**src/rtl/mtx_serializer_if.sv**
```systemverilog
`default_nettype none
// ============================================================================
// Module      : mtx_serializer_if
// Description : Handshake bundle for the MIO transmit serializer.
//               Emesh side : access_in, packet_in, emode -> wait_out
//               IO side    : io_access, io_packet, io_valid <- io_wait
//               slave  modport : serializer view
//               master modport : core/pin-driver view
// Parameters  : PW - emesh packet width (bits)
//               NW - IO beat width (bytes)
// Revision    : 1.0 - initial release
// ============================================================================
interface mtx_serializer_if #(
    parameter int PW = 136,
    parameter int NW = 8
);
    logic              access_in;
    logic [PW-1:0]     packet_in;
    logic              emode;
    logic              wait_out;
    logic              io_access;
    logic [NW*8-1:0]   io_packet;
    logic [NW-1:0]     io_valid;
    logic              io_wait;

    modport slave (
        input  access_in, packet_in, emode, io_wait,
        output wait_out, io_access, io_packet, io_valid
    );

    modport master (
        output access_in, packet_in, emode, io_wait,
        input  wait_out, io_access, io_packet, io_valid
    );
endinterface
`default_nettype wire

```
**src/rtl/mtx_serializer.sv**
```systemverilog
`default_nettype none
// ============================================================================
// Module      : mtx_serializer
// Description : MIO transmit serializer. Buffers emesh packets in a small
//               FIFO and slices each one into NW-byte IO beats with byte
//               valids. Full-packet mode sends all packet bytes; data-only
//               mode sends {srcaddr[31:0], data[31:0]} trimmed to the
//               datamode size. io_wait stalls at beat granularity.
// Ports       : clk        core clock (posedge)
//               nreset     asynchronous active-low reset
//               tx_en      transmit enable (gates new pops and pushes)
//               bus        mtx_serializer_if.slave (emesh in, IO beats out)
//               busy       buffer non-empty or packet in flight
//               pkt_count  packets sent (only with MTX_STATS_EN)
// Options     : MTX_STATS_EN - when defined, pkt_count counts completed
//               packets (wrapping); otherwise it is tied to zero.
// Revision    : 1.0 - initial release
// ============================================================================
module mtx_serializer #(
    parameter int PW    = 136,
    parameter int AW    = 64,
    parameter int NW    = 8,
    parameter int DEPTH = 4
) (
    input  logic           clk,
    input  logic           nreset,
    input  logic           tx_en,
    mtx_serializer_if.slave bus,
    output logic           busy,
    output logic [31:0]    pkt_count
);

    // Packet bytes, stream bytes rounded up to a whole number of beats so the
    // slicer can shift by exactly one beat without running off the end.
    localparam int c_PB    = (PW + 7) / 8;
    localparam int c_SB    = (c_PB > 8) ? c_PB : 8;
    localparam int c_SBP   = ((c_SB + NW - 1) / NW) * NW;
    localparam int c_SW    = c_SBP * 8;
    localparam int c_RW    = $clog2(c_SBP + 1);
    localparam int c_AW    = $clog2(DEPTH);
    localparam int c_SRC_W = (AW < 32) ? AW : 32;

    localparam logic [0:0] c_ST_IDLE = 1'b0;
    localparam logic [0:0] c_ST_SEND = 1'b1;

    // ------------------------------------------------------------------
    // Packet buffer: entry = {emode, packet}
    // ------------------------------------------------------------------
    logic [PW:0]        r_mem [DEPTH];
    logic [c_AW:0]      r_wr_ptr;
    logic [c_AW:0]      r_rd_ptr;
    logic [c_AW:0]      w_wr_ptr_nxt;
    logic [c_AW:0]      w_rd_ptr_nxt;
    logic               w_empty;
    logic               w_full;
    logic               w_full_nxt;
    logic               w_push;
    logic               w_pop;

    // ------------------------------------------------------------------
    // Slicer / FSM state
    // ------------------------------------------------------------------
    logic [0:0]         r_state;
    logic [c_SW-1:0]    r_stream;
    logic [c_RW-1:0]    r_remain;
    logic               r_wait_out;
    logic               r_io_access;
    logic [NW*8-1:0]    r_io_packet;
    logic [NW-1:0]      r_io_valid;

    logic               w_accept;
    logic               w_last;
    logic [PW:0]        w_head;
    logic [31:0]        w_srcaddr;
    logic [31:0]        w_data;
    logic [c_SW-1:0]    w_head_stream;
    logic [c_RW-1:0]    w_head_remain;
    logic [c_SW-1:0]    w_sel_stream;
    logic [c_RW-1:0]    w_sel_remain;
    logic [NW*8-1:0]    w_beat_data;
    logic [NW-1:0]      w_beat_valid;

    assign w_empty    = (r_wr_ptr == r_rd_ptr);
    assign w_full     = (r_wr_ptr[c_AW-1:0] == r_rd_ptr[c_AW-1:0]) &&
                        (r_wr_ptr[c_AW] != r_rd_ptr[c_AW]);

    assign w_accept   = r_io_access & ~bus.io_wait;
    assign w_last     = (r_remain <= c_RW'(NW));

    // r_wait_out already covers a full buffer; the w_full term only keeps the
    // FIFO safe if that ever slips.
    assign w_push     = bus.access_in & ~r_wait_out & ~w_full;
    assign w_pop      = tx_en & ~w_empty &
                        ((r_state == c_ST_IDLE) | (w_accept & w_last));

    assign w_wr_ptr_nxt = r_wr_ptr + {{c_AW{1'b0}}, w_push};
    assign w_rd_ptr_nxt = r_rd_ptr + {{c_AW{1'b0}}, w_pop};
    assign w_full_nxt   = (w_wr_ptr_nxt[c_AW-1:0] == w_rd_ptr_nxt[c_AW-1:0]) &&
                          (w_wr_ptr_nxt[c_AW] != w_rd_ptr_nxt[c_AW]);

    // Build the byte stream for the head entry.
    always_comb begin
        w_head        = r_mem[r_rd_ptr[c_AW-1:0]];
        w_srcaddr     = '0;
        w_srcaddr[c_SRC_W-1:0] = w_head[72 +: c_SRC_W];
        w_data        = w_head[71:40];
        w_head_stream = '0;
        w_head_remain = '0;
        if (w_head[PW]) begin
            w_head_stream[PW-1:0] = w_head[PW-1:0];
            w_head_remain         = c_RW'(c_PB);
        end else begin
            w_head_stream[63:0]   = {w_srcaddr, w_data};
            w_head_remain         = c_RW'(1) << w_head[2:1];
        end
    end

    // Next beat comes either from a freshly popped packet or from the
    // current stream advanced by one beat.
    always_comb begin
        if (w_pop) begin
            w_sel_stream = w_head_stream;
            w_sel_remain = w_head_remain;
        end else begin
            w_sel_stream = r_stream >> (NW * 8);
            w_sel_remain = r_remain - c_RW'(NW);
        end
        w_beat_data  = '0;
        w_beat_valid = '0;
        for (int i = 0; i < NW; i++) begin
            if (c_RW'(i) < w_sel_remain) begin
                w_beat_valid[i]       = 1'b1;
                w_beat_data[i*8 +: 8] = w_sel_stream[i*8 +: 8];
            end
        end
    end

    always_ff @(posedge clk) begin
        if (w_push) begin
            r_mem[r_wr_ptr[c_AW-1:0]] <= {bus.emode, bus.packet_in};
        end
    end

    always_ff @(posedge clk or negedge nreset) begin
        if (!nreset) begin
            r_wr_ptr    <= '0;
            r_rd_ptr    <= '0;
            r_wait_out  <= 1'b0;
            r_state     <= c_ST_IDLE;
            r_stream    <= '0;
            r_remain    <= '0;
            r_io_access <= 1'b0;
            r_io_packet <= '0;
            r_io_valid  <= '0;
        end else begin
            r_wr_ptr   <= w_wr_ptr_nxt;
            r_rd_ptr   <= w_rd_ptr_nxt;
            // Registered from the next-cycle fill level, so a full buffer that
            // is popped this cycle still shows wait_out this cycle.
            r_wait_out <= w_full_nxt | ~tx_en;

            if (w_pop) begin
                r_state     <= c_ST_SEND;
                r_stream    <= w_sel_stream;
                r_remain    <= w_sel_remain;
                r_io_access <= 1'b1;
                r_io_packet <= w_beat_data;
                r_io_valid  <= w_beat_valid;
            end else if (w_accept && !w_last) begin
                r_stream    <= w_sel_stream;
                r_remain    <= w_sel_remain;
                r_io_packet <= w_beat_data;
                r_io_valid  <= w_beat_valid;
            end else if (w_accept) begin
                r_state     <= c_ST_IDLE;
                r_stream    <= '0;
                r_remain    <= '0;
                r_io_access <= 1'b0;
                r_io_packet <= '0;
                r_io_valid  <= '0;
            end
        end
    end

    assign bus.wait_out  = r_wait_out;
    assign bus.io_access = r_io_access;
    assign bus.io_packet = r_io_packet;
    assign bus.io_valid  = r_io_valid;
    assign busy          = ~w_empty | (r_state == c_ST_SEND);

`ifdef MTX_STATS_EN
    logic [31:0] r_pkt_count;

    always_ff @(posedge clk or negedge nreset) begin
        if (!nreset) begin
            r_pkt_count <= 32'h0;
        end else if (w_accept && w_last) begin
            r_pkt_count <= r_pkt_count + 32'd1;
        end
    end

    assign pkt_count = r_pkt_count;
`else
    assign pkt_count = 32'h0;
`endif

endmodule
`default_nettype wire

```
**src/flat_wrapper.sv**
```systemverilog
// flat-port wrapper written by rule: the top's interface ports become plain ports
module mtx_serializer_flat 
#(
    parameter int PW    = 136,
    parameter int AW    = 64,
    parameter int NW    = 8,
    parameter int DEPTH = 4
)
  (clk, nreset, tx_en, busy, pkt_count, bus_access_in, bus_packet_in, bus_emode, bus_io_wait, bus_wait_out, bus_io_access, bus_io_packet, bus_io_valid);
  mtx_serializer_if #(.PW(PW), .NW(NW)) bus_i ();
  input  logic clk;
  input  logic nreset;
  input  logic tx_en;
  output logic busy;
  output logic [31:0] pkt_count;
  input wire logic [$bits(bus_i.access_in)-1:0] bus_access_in;
  input wire logic [$bits(bus_i.packet_in)-1:0] bus_packet_in;
  input wire logic [$bits(bus_i.emode)-1:0] bus_emode;
  input wire logic [$bits(bus_i.io_wait)-1:0] bus_io_wait;
  output wire logic [$bits(bus_i.wait_out)-1:0] bus_wait_out;
  output wire logic [$bits(bus_i.io_access)-1:0] bus_io_access;
  output wire logic [$bits(bus_i.io_packet)-1:0] bus_io_packet;
  output wire logic [$bits(bus_i.io_valid)-1:0] bus_io_valid;
  assign bus_i.access_in = bus_access_in;
  assign bus_i.packet_in = bus_packet_in;
  assign bus_i.emode = bus_emode;
  assign bus_i.io_wait = bus_io_wait;
  assign bus_wait_out = bus_i.wait_out;
  assign bus_io_access = bus_i.io_access;
  assign bus_io_packet = bus_i.io_packet;
  assign bus_io_valid = bus_i.io_valid;
  mtx_serializer #(.PW(PW), .AW(AW), .NW(NW), .DEPTH(DEPTH)) u_core (.clk(clk), .nreset(nreset), .tx_en(tx_en), .bus(bus_i), .busy(busy), .pkt_count(pkt_count));
endmodule
```
**config.mk**
```make
export PLATFORM = sky130hd
export DESIGN_NAME = mtx_serializer_flat
export DESIGN_NICKNAME = d
export VERILOG_FILES = /design/src/rtl/mtx_serializer_if.sv /design/src/rtl/mtx_serializer.sv /design/src/flat_wrapper.sv
export SDC_FILE = /design/constraint.sdc
export NUM_CORES = 1
export LEC_CHECK = 0
export BUFFER_PORTS_ARGS = -buffer_cell sky130_fd_sc_hd__buf_2
export CAP_MARGIN = 5
export CORE_UTILIZATION = 40
export CTS_BUF_LIST = sky130_fd_sc_hd__clkbuf_2 sky130_fd_sc_hd__clkbuf_4 sky130_fd_sc_hd__clkbuf_8
export DETAILED_ROUTE_END_ITERATION = 8
export GPL_ROUTABILITY_DRIVEN = 0
export HOLD_SLACK_MARGIN = 0.05
export REMOVE_ABC_BUFFERS = 1
export SETUP_SLACK_MARGIN = 0.02
export SKIP_LAST_GASP = 1
export SLEW_MARGIN = 30
export SYNTH_ARGS = -nofsm -noshare
export SYNTH_HDL_FRONTEND = slang
export SYNTH_SLANG_ARGS = --single-unit
```
**constraint.sdc**
```tcl
create_clock -name clk -period 32.4 [get_ports clk]
set_clock_uncertainty 0.15 [all_clocks]
set_input_delay 0 -clock clk [delete_from_list [all_inputs] [get_ports clk]]
set_output_delay 0 -clock clk [all_outputs]
set_load 0.005 [all_outputs]
```
After elaboration in Yosys (flattened, before gate mapping)
Memory sizes are Yosys's and may differ from the RTL's.
Cells that the tools add are included.
{"block": "totals", "reg_bits": 277, "mem_bits_rw": 548, "input_bits": 142, "output_inout_bits": 107, "wordCells": 88, "mem_count": 1}
{"name": "u_core.r_mem", "words": 4, "width": 137, "rd": 1, "rd_ports_with_merged_regs": 0, "write_ports": 1, "line_no": "mtx_serializer.sv:49", "source": "logic [PW:0] r_mem [DEPTH];"}
{"block": "classes", "n_addsub": 3, "order_cmp": 9, "eq_ne": 6, "n_shift": 1, "mux": 38, "bitwise": 15, "reduce_logical": 7}
{"operator": "2-to-1 mux 192 bit", "count": 3}
{"operator": "2-to-1 mux 64 bit", "count": 4}
{"operator": "2-to-1 mux 136 bit", "count": 1}
{"operator": "2-to-1 mux 8 bit", "count": 11}
{"operator": "2-to-1 mux 72 bit", "count": 1}
{"operator": "2-to-1 mux 5 bit", "count": 5}
{"operator": "< comparator 3 x 5 -> 1 bit (first input constant)", "count": 4}
{"operator": "2-to-1 mux 1 bit", "count": 13}
{"operator": "< comparator 1 x 5 -> 1 bit (first input constant)", "count": 2}
{"operator": "< comparator 2 x 5 -> 1 bit (first input constant)", "count": 2}
{"operator": "adder 3 x 1 -> 3 bit", "count": 2}
{"operator": "AND 1 bit", "count": 6}
{"operator": "inverter 1 bit", "count": 6}
{"operator": "less-or-equal comparator 5 x 4 -> 1 bit (second input constant)", "count": 1}
{"operator": "left shift 1 x 2 -> 5 bit (first input constant)", "count": 1}
{"operator": "subtractor 5 x 4 -> 5 bit (second input constant)", "count": 1}
{"operator": "equality test 2 bit", "count": 2}
{"operator": "equality test 3 bit", "count": 1}
{"operator": "logical AND 1 bit", "count": 3}
{"operator": "OR 1 bit", "count": 3}
{"operator": "nonzero test 3 bit", "count": 1}
{"operator": "!= test 1 bit", "count": 2}
{"operator": "!= test 2 x 1 -> 1 bit (second input constant)", "count": 1}
{"operator": "AND reduction 2 bit", "count": 1}
{"operator": "other kinds (2)", "count": 2}

Longest topological paths before layout
{"block": "logic_depth", "word_depth": 10, "depth_mapped": 12, "mapped_depth_nobuf": 10}

Least setup slack after synthesis
No wires, ideal clock.
{"block": "synth_path", "kind": "register -> register", "startpoint": "register u_core.r_rd_ptr[0]", "endpoint": "memory u_core.r_mem[0][0] (netlist name) (enable)", "arrival_time_ps": 10884, "setup_slack_ps": 20536, "path_stages_with_launch": 4, "n_path_buf": 0, "cell_sequence": "dfrtp_1 xor2_1 o311a_1 nor3b_1"}
{"block": "synth_via", "elab_chain_cells": 6}
{"item": "start: declaration", "line_no": "mtx_serializer.sv:51", "source": "logic [c_AW:0] r_rd_ptr;"}
{"item": "start signal: assignment", "line_no": "mtx_serializer.sv:157", "source": "r_rd_ptr <= w_rd_ptr_nxt;"}
{"item": "equality test 2 bit", "line_no": "mtx_serializer.sv:84", "source": "assign w_full = (r_wr_ptr[c_AW-1:0] == r_rd_ptr[c_AW-1:0]) &&"}
{"item": "logical AND 1 bit", "line_no": "mtx_serializer.sv:84"}
{"item": "inverter 1 bit", "line_no": "mtx_serializer.sv:92", "source": "assign w_push = bus.access_in & ~r_wait_out & ~w_full;"}
{"item": "AND 1 bit", "line_no": "mtx_serializer.sv:92"}
{"item": "2-to-1 mux 1 bit", "line_no": "mtx_serializer.sv:139", "source": "if (w_push) begin"}
{"item": "2-to-1 mux 1 bit (not written as such)", "line_no": "mtx_serializer.sv:140", "source": "r_mem[r_wr_ptr[c_AW-1:0]] <= {bus.emode, bus.packet_in};"}
{"item": "end: declaration", "line_no": "mtx_serializer.sv:49"}
No other way between the ends.

Worst setup path in the final report
{"block": "layout_path", "startpoint": "register u_core.r_rd_ptr[1]", "endpoint": "memory u_core.r_mem[3][49] (netlist name) (enable)"}
The elaborated chain is that of the path after synthesis.

==> metrics.txt <==
slew margin rel.=a little over a third; Yosys cell types=50; Resized Gates After CTS=0; Seq pwr share=42.7%; DIE HEIGHT=263.3 µm; maximum vdd drop=47.76 µV; Critical R2R Capture=u_core.r_mem[3][49]$_DFFE_PP_; Post-synth top cells=548 x edfxtp_1, 157 x dfrtp_1, 137 x mux4_2; 1st-iter DRT viols=895; count of input and output buffers=216; H-tree Lvls=3; Worst-Margin Slew=~0.95 ns; Via density=roughly 5.2; Fin Setup TNS=0 ns; Hold Path Class=input pin to flip-flop; Initial Utilization=40.52%; hold worst-path end=u_core.r_state$_DFFE_PN0P_; Routed Antenna Nets=0; R2R setup slack=27.43 ns; Final setup viols=0; CP Launch Point=u_core.r_rd_ptr[1]$_DFF_PN0_; Finished Layout Cells=2,920; clock network fraction of total power=about a quarter; core region area=just under 70,000 µm²; CTS sink count=705; initial antenna violation count=6; placed inst area=29,300 µm²; vias in the first global route=16.14k; switching pwr=between 0.9 and 1 mW; Design Area, Final=34,540 µm²; WL/cell=approximately 22 µm; DRT Pass-1 Iters=5; root buffer cell=clkbuf_8; Final Util=51.25%; Critical Path Max Stage Delay=0.84 ns; post-synth top area share=between 60% and 70%; post-route minimum period=4.970 ns; Post-Place Cells=~2.4k; Int Power=roughly 2 mW; achievable clock frequency=~200 MHz; Worst R2R Path Depth=6; hpwl dp=38.31 mm; IO Pins=about 250; synthesized area=27,310 µm²; CP Data Required Time=32.54 ns; Reg-to-Reg Start=u_core.r_rd_ptr[1]$_DFF_PN0_; layout cell share with drive strength beyond 1=31.39%; worst-case clock buffer depth=3; first-pass GRT wire length=between 90 and 100 mm; Final Max Slew Viols=0; grt ovf=0; main flop type after synthesis=edfxtp_1; Final Hold Viols=0; Synth Warn #=0; drt drc=0; top cells by area, synth=edfxtp_1 60%, dfrtp_1 14%, mux4_2 11%; Area growth syn-to-layout=26.50%; cell taking the most area after synthesis=edfxtp_1; worst-path cell chain=buf_4, xor2_1, o311a_1, and3_4, buf_4, buf_4; fin nets=approximately 2.1k; Worst setup SP type=flip-flop; Lkg Pwr=12.83 nW; Clock transition at path regs=0.05 ns; Skew-Pair Late Insertion Delay=about 0.7 ns; drt total wl=65.46 mm; top-count cell post-synth=edfxtp_1; max_cap viols=0; Final Cycle Share=about 15%; Crit-path slowest cell=buf_4; total track usage=19.08%; kind of critical path=flip-flop to flip-flop; CTS Buf Count=110; Die ar.=69,310 µm²; num rows=95; Seq/Total Area, Yosys=74.65%; Crit path top cell by count=buf_4; RSZ-0062 raised after global routing=no; largest net degree at the start of global routing=88; Worst Path Arrival=5.11 ns; total number of vias=15.14k; Logic pwr share=30.8%; hold depth=4; Die W=263.3 µm; nature of the critical path endpoint=flip-flop; CP max FO=57; Pwr per Cell Area=86.17 nW/µm²; ys async rst share=22.27%; Yosys reg bits=approximately 710; number of enable flip-flop cells after synthesis=548; Hold Worst Slack=0.2228 ns; Mapped Cells=around 1.4k; Avg Inst Size Synth=around 20 µm²; CTS tree=done; Sw Share=between 30% and 40%; status=completed; Min-Delay Startpoint=bus_io_wait
## power by group through the flow
stage | clock network [mW] | registers (mW) | logic (mW)
after floorplan | 0 | 1.32 | 0.621
after global placement | 0 | 1.28 | 0.894
after detailed placement | 0 | 1.29 | 0.905
after CTS | 0.807 | 1.27 | 0.937
after global routing | 0.847 | 1.29 | 0.995
final | 0.788 | 1.27 | 0.916
## final cells by class
cell class,count,area [µm²]
repair buffers,525,4148
diodes,5,12.51
clock inverters,32,287.8
flip-flops and latches,705,20390
clock buffers,173,2087
multi-input cells,600,6496
inverters,7,26.28
well taps,873,1092
fillers,5554,32850
## layout by cell type (no fill, tap or decap), types with 3 or more instances in the layout
| master | Yosys | routed |
|---|---|---|
| o31ai_1 | 9 | 9 |
| clkbuf_4 | 0 | 47 |
| clkinv_1 | 0 | 9 |
| inv_1 | 7 | 7 |
| xnor2_1 | 3 | 3 |
| clkbuf_8 | 0 | 127 |
| mux2_2 | 40 | 40 |
| dfrtp_1 | 157 | 155 |
| conb_1 | 1 | 32 |
| a221o_1 | 8 | 8 |
| nor2_1 | 17 | 15 |
| xor2_1 | 6 | 6 |
| o211ai_1 | 3 | 3 |
| edfxtp_1 | 548 | 548 |
| or2_2 | 8 | 8 |
| mux2i_1 | 72 | 72 |
| diode_2 | 0 | 5 |
| buf_6 | 3 | 4 |
| mux4_2 | 137 | 136 |
| bufinv_16 | 0 | 5 |
| nand2_1 | 88 | 88 |
| dlygate4sd3_1 | 0 | 281 |
| clkinv_2 | 0 | 14 |
| a22oi_1 | 8 | 8 |
| buf_4 | 35 | 23 |
| buf_2 | 28 | 215 |
| clkinvlp_4 | 0 | 3 |
| ha_1 | 5 | 5 |
| a32o_1 | 8 | 8 |
| o21ai_0 | 43 | 43 |
| a21oi_1 | 6 | 5 |
| a22o_1 | 74 | 74 |
## worst max path at each step
| stage | to | cells past startpoint |
|---|---|---|
| global route | u_core.r_mem[3][49]$_DFFE_PP_ | 6 |
| floorplan | u_core.r_mem[0][0]$_DFFE_PP_ | 3 |
| global placement | u_core.r_mem[3][33]$_DFFE_PP_ | 6 |
| finish | u_core.r_mem[3][49]$_DFFE_PP_ | 6 |
| detailed placement | u_core.r_mem[3][73]$_DFFE_PP_ | 6 |
| CTS | u_core.r_mem[3][49]$_DFFE_PP_ | 6 |
## sequential cells by signal, summed over array words and instances, names as in the netlist
name / flops
u_core.r_state: 1
u_core.r_mem: 548
u_core.r_remain: 5
u_core.bus.io_valid: 8
u_core.bus.io_packet: 64
u_core.r_wr_ptr: 3
u_core.r_rd_ptr: 3
u_core.bus.wait_out: 1
u_core.r_stream: 72
## logic make-up after synthesis
logic type	synth area share, %
fa+ha+maj	0.2291
buf+inv	2.218
simple gates	2.007
mux	15.59
flops	74.65
compound gates	5.004
other cells	0.01373
xor+xnor	0.2887
## worst max-delay path, delay by kind of cell, from the launching register on
kind / cells / cell delay [ns]
AO/OA/AOI/OAI: 1 / 0.28
XOR/XNOR: 1 / 0.31
buffers and inverters: 3 / 2.35
flip-flops: 1 / 0.73
AND/OR/NAND/NOR: 1 / 0.53
## through the flow
stage,setup slack [ns],total power [mW]
after floorplan,15.79,1.943
after global placement,27.30,2.179
after detailed placement,27.30,2.195
after CTS,27.27,3.017
after global routing,27.18,3.132
final,27.43,2.976
## metal layers
layer,global-route usage [%],part of all wire (%)
met2,31.35,49
met1,25.54,43
met3,3.929,5.4
met4,6.006,2.0
met5,0,0.035
## timing repair
item / CTS / global route
endpoints found under the hold margin: 766 / 0
hold buffers: 282 / 0
buffers inserted: 0 / 0
endpoints found under the setup margin: 0 / 0
Note: power is estimated with default switching activity, not from simulation.
